$ cat config.mk
export PLATFORM = sky130hd
export DESIGN_NAME = vga_timing
export DESIGN_NICKNAME = d
export VERILOG_FILES = /design/src/rtl/vga_timing.sv
export SDC_FILE = /design/constraint.sdc
export NUM_CORES = 1
export LEC_CHECK = 0
export ABC_AREA = 1
export CAP_MARGIN = 20
export CORE_ASPECT_RATIO = 1.2
export CORE_MARGIN = 1.5
export CORE_UTILIZATION = 56
export DETAILED_ROUTE_END_ITERATION = 7
export PLACE_DENSITY = 0.84
export REMOVE_ABC_BUFFERS = 1
export SLEW_MARGIN = 5
export SYNTH_ARGS = -nofsm -noshare
export SYNTH_HDL_FRONTEND = slang
export SYNTH_SLANG_ARGS = --single-unit
$ cat constraint.sdc
create_clock -name clk -period 5.5 [get_ports clk]
set_clock_uncertainty 0.2 [all_clocks]
set_input_delay 0.55 -clock clk [delete_from_list [all_inputs] [get_ports clk]]
set_output_delay 0.55 -clock clk [all_outputs]
set_load 0.05 [all_outputs]
$ cat src/rtl/vga_timing.sv
// VGA raster timing generator: registered position, sync, visible and frame counter.
// Define VGA_TIMING_CE_EN to advance only on pix_ce; otherwise the raster advances every clk.
module vga_timing #(
    parameter int H_VISIBLE = 640,
    parameter int H_FRONT   = 16,
    parameter int H_SYNC    = 96,
    parameter int H_BACK    = 48,
    parameter int V_VISIBLE = 480,
    parameter int V_FRONT   = 10,
    parameter int V_SYNC    = 2,
    parameter int V_BACK    = 33,
    parameter int HSYNC_POL = 0,
    parameter int VSYNC_POL = 0,
    parameter int COORD_W   = 10,
    parameter int FRAME_W   = 4
) (
    input  logic               clk,
    input  logic               reset,
    input  logic               pix_ce,
    output logic               visible,
    output logic               hsync,
    output logic               vsync,
    output logic [COORD_W-1:0] column,
    output logic [COORD_W-1:0] row,
    output logic               new_line,
    output logic               new_frame,
    output logic [FRAME_W-1:0] frame_count
);

    localparam int H_TOTAL = H_VISIBLE + H_FRONT + H_SYNC + H_BACK;
    localparam int V_TOTAL = V_VISIBLE + V_FRONT + V_SYNC + V_BACK;

    localparam logic [COORD_W-1:0] H_LAST   = COORD_W'(H_TOTAL - 1);
    localparam logic [COORD_W-1:0] V_LAST   = COORD_W'(V_TOTAL - 1);
    localparam logic [COORD_W-1:0] H_VIS    = COORD_W'(H_VISIBLE);
    localparam logic [COORD_W-1:0] V_VIS    = COORD_W'(V_VISIBLE);
    localparam logic [COORD_W-1:0] HS_START = COORD_W'(H_VISIBLE + H_FRONT);
    localparam logic [COORD_W-1:0] HS_END   = COORD_W'(H_VISIBLE + H_FRONT + H_SYNC);
    localparam logic [COORD_W-1:0] VS_START = COORD_W'(V_VISIBLE + V_FRONT);
    localparam logic [COORD_W-1:0] VS_END   = COORD_W'(V_VISIBLE + V_FRONT + V_SYNC);

    localparam logic HS_ACT = (HSYNC_POL != 0);
    localparam logic VS_ACT = (VSYNC_POL != 0);

    logic               adv;
    logic               started;
    logic               load;
    logic [COORD_W-1:0] col_n;
    logic [COORD_W-1:0] row_n;
    logic [FRAME_W-1:0] fc_n;

`ifdef VGA_TIMING_CE_EN
    assign adv = pix_ce;
`else
    logic unused_pix_ce;
    assign unused_pix_ce = pix_ce;
    assign adv = 1'b1;
`endif

    // The first edge out of reset presents pixel (0,0) instead of advancing past it.
    always_comb begin
        col_n = column;
        row_n = row;
        fc_n  = frame_count;
        load  = 1'b0;
        if (!started) begin
            col_n = '0;
            row_n = '0;
            load  = 1'b1;
        end else if (adv) begin
            load = 1'b1;
            if (column == H_LAST) begin
                col_n = '0;
                if (row == V_LAST) begin
                    row_n = '0;
                    fc_n  = frame_count + 1'b1;
                end else begin
                    row_n = row + 1'b1;
                end
            end else begin
                col_n = column + 1'b1;
            end
        end
    end

    // Flags are decoded from the next position so they line up with column/row.
    always_ff @(posedge clk) begin
        if (reset) begin
            started     <= 1'b0;
            column      <= '0;
            row         <= '0;
            frame_count <= '0;
            visible     <= 1'b0;
            hsync       <= ~HS_ACT;
            vsync       <= ~VS_ACT;
            new_line    <= 1'b0;
            new_frame   <= 1'b0;
        end else if (load) begin
            started     <= 1'b1;
            column      <= col_n;
            row         <= row_n;
            frame_count <= fc_n;
            visible     <= (col_n < H_VIS) && (row_n < V_VIS);
            hsync       <= ((col_n >= HS_START) && (col_n < HS_END)) ? HS_ACT : ~HS_ACT;
            vsync       <= ((row_n >= VS_START) && (row_n < VS_END)) ? VS_ACT : ~VS_ACT;
            new_line    <= (col_n == '0);
            new_frame   <= (col_n == '0) && (row_n == '0);
        end
    end

endmodule
; Word level (Yosys, flattened, before mapping)
; Index checks and enable logic that the tools add are counted.
[op_classes]
add_sub_neg = 3
muxes = 8
eq_ne = 2
order_cmp = 6
reduce_logical = 7
[ops]
columns = operator, n
row1 = $mux W10, 5
row2 = $add A10 B1 Y10 const B, 2
row3 = $eq A10 B10 Y1 const B, 2
row4 = $logic_not A10 Y1, 2
row5 = $lt A10 B10 Y1 const B, 2
row6 = $lt A10 B9 Y1 const B, 2
row7 = $ge A10 B10 Y1 const B, 1
row8 = $ge A10 B9 Y1 const B, 1
row9 = $add A4 B1 Y4 const B, 1
row10 = $logic_and A1 B1 Y1, 4
row11 = $mux W1, 3
row12 = $reduce_and A3 Y1, 1
[word_totals]
input_bits = 3
register_bits = 30

; Longest topological paths before layout
[logic_depth]
depth_word = 7
mapped_depth = 13

; Least setup slack after synthesis
; No wires, ideal clock.
[synth_timing]
path_kind = register -> register
startpoint = register column[0]
endpoint = register frame_count[3]
stages_incl_launch_ff = 11
arrival_time_ns = 1.963
path_slack_ns = 3.221
cell_sequence = dfxtp_1 ha_1 nand2_2 nor2_8 nand3_4 nor2_4 nand2_2 nor2_1 nand3_1 o21ai_0 nor2_1
[synth_between]
elab_chain_cells = 2
[synth_rtl]
columns = item, line
row1 = "start, declared", 23  ; output logic [COORD_W-1:0] column,
row2 = "start signal, assigned", 100  ; column <= col_n;
row3 = $eq A10 B10 Y1, 72  ; if (column == H_LAST) begin
row4 = $reduce_and A3 Y1 (no source line), --
row5 = "end signal, assigned", 102  ; frame_count <= fc_n;
row6 = "end, declared", 27  ; output logic [FRAME_W-1:0] frame_count
; No other way between the ends.
; A chain may end at the register's enable or synchronous reset.

; Worst setup path in the final report
[layout_timing]
startpoint = register column[4]
endpoint = output column[4]
; No word-level cell between the ends.

==> metrics.cfg <==
[detailed_routing]
viasPerCell=5.225
drc_errors=0
drt_first_iter_violations=57
wirelength_mm=4.035
vias=1808
ant_nets=0
wire_per_inst_um=11.66
drtPass1Iterations=4

[power_and_ir_drop]
p_per_area_nw_per_um2=176.0
p_leak_nw=0.9603
peakVddDrop_uv=194.8

[timing]
finalHoldViolCount=0
finalCriticalPeriod_ps=2533
fin_crit_sh=0.4605
setup_ws_ps=2967
tightest_slew_ps=825.7
slew-limit-headroom=0.4478
clock.fmax_mhz=394.8
setup_tns_ps=0
setup_viol=0
slew_viol_final=0
rsz0062_at_grt=false
hold_ws_ps=284.8

[finish]
layout-drive-gt1-share=0.09032
diodes=0
fin_util=0.7082
areaGrowthSynthToFinish_pct=20.51
finalNetCount=316
fillers=277
postLayoutCellArea_um2=2183

[setup_path]
reg2reg_from=column[0]
worstSetupEndpointType=primary output
cpMaxStageDelayCell=clkdlybuf4s50_1
critical_path_arrival_ps=1780
slowest_delay_ps=880
path_class=register to primary output
cp-start-kind=register
critPathRequiredTime_ps=4750
path_delay_family=buffers and inverters
path_depth=1
r2r.worst_path.cells=11
reg2reg_to=new_frame
worst-r2r-setup-slack_ps=3330
crit_buf_inv=1
crit_chain=clkdlybuf4s50_1
crit_path_max_fanout=10

[logic_synthesis]
yosysUniqueCellTypes=30
syn_area_per_cell_um2=6.541
syn_inst=277
yosysMostFrequentCell=nand2_1
synth_top_area_cell=dfxtp_1
synth-main-ff-cell=dfxtp_1
async_reset_ff_frac=0
yosysSeqAreaShare=0.3315
ys_top_cells_by_area=dfxtp_1, nand2_1, nor2_1
synth-edff-count=0
syn_area_um2=1812
ys_ff_latch=30
yosys_warnings=0
synth_top_cell_area_share=0.3315
synthTopCellsByCount=nand2_1, nor2_1, inv_1, dfxtp_1, nand3_1

[run_status]
status=completed

[clock_tree]
clockBufferDepth=2
cts_num_sinks=30
cts_buffers=5
cts_max_level=2
clkTransAtPathRegs_ps=90
cts_root_buf=clkbuf_4
clk_latency_ps=340
holdBufCountCts=0
cts_tree=done
cts_resized=0
post_cts_buffers=0

[place]
placed_area_um2=2123
dp_hpwl_mm=2.964
dp_slack_ps=3025
gp_congestion=0.8771
numPortBuffers=30

[global_route]
grt_first_pass_wirelength_mm=6.796
antenna_found_initial=0
grt_max_degree=23
grt_usage=0.2608
grt_pass1_vias=1604
grt-ovfl-total=0

[die]
rows=22
start_util=0.5877
coreArea_um2=3083
dieArea_um2=3587
die_h_um=65.31
ios=32
die_x_um=54.93

[hold_path]
whs_path_depth=2
hold_end=frame_count[1]
hp-start=frame_count[1]
min_path_type=register to register

[job]
drv_cap=0

[layout make-up]
class / count / area, um2 / share of cell area
tap: 36 / 45.04 / 0.02063
inverter: 40 / 152.6 / 0.06991
multi-input combinational: 202 / 1025 / 0.4693
clock buffer: 7 / 55.05 / 0.02521
clock inverter: 1 / 5.005 / 0.002292
sequential: 30 / 600.6 / 0.2751
timing repair buffer: 30 / 300.3 / 0.1375
[cells in the final DEF (no fill, tap or decap), types with 2 or more instances in the layout]
cell	n
dfxtp_1	30
nand3b_1	3
nand4_1	9
inv_1	37
nand3_2	5
nand2_2	4
nor2_1	47
nand3_1	22
nand2_1	76
inv_2	2
xor2_1	2
clkdlybuf4s50_1	30
clkbuf_4	5
a21oi_1	5
o21ai_0	7
nor2_4	5
nor3_1	3
ha_1	4
[through the flow]
stage | total power, mW | cells
2_1_floorplan | 0.2408 | 272
3_3_place_gp | 0.2502 | 338
3_5_place_dp | 0.2504 | 338
4_1_cts | 0.3875 | 346
5_1_grt | 0.4015 | 346
6_report | 0.3843 | 346
[routing by layer]
layer | vias to the layer above | wire [um] | track usage
li1 | 936 | - | -
met1 | 828 | 1765 | 0.2993
met2 | 35 | 2053 | 0.4509
met3 | 9 | 140 | 0.05455
met4 | 0 | 75 | 0.1098
met5 | - | 0 | 0
[registers in the layout (all words and copies together), names as in the netlist]
name / flops
new_frame: 1
new_line: 1
column: 10
visible: 1
started: 1
vsync: 1
hsync: 1
row: 10
frame_count: 4
[kinds of logic (layout without fill, tap and decap cells)]
| logic type | Yosys count | in the layout | share of synthesized area |
|---|---|---|---|
| xor+xnor | 3 | 3 | 0.01451 |
| simple gates | 181 | 181 | 0.4820 |
| buf+inv | 45 | 78 | 0.1029 |
| fa+ha+maj | 4 | 4 | 0.02763 |
| flops | 30 | 30 | 0.3315 |
| compound gates | 14 | 14 | 0.04144 |
[report_power, final]
part           internal, mW  leakage, nW  switching, mW
Sequential            0.220        0.243        0.00311
Combinational       0.00669        0.682         0.0158
Clock                0.0618       0.0353         0.0773
Total                 0.288        0.960         0.0962
[worst max-delay path by stage]
stage | end | slack [ps] | start
finish | column[4] | 2970 | column[4]
global route | column[4] | 2900 | column[4]
CTS | column[4] | 2960 | column[4]
detailed placement | new_frame | 3030 | reset
global placement | new_frame | 3010 | reset
floorplan | frame_count[3] | 3210 | column[0]
Note: power is estimated with default switching activity, not from simulation.
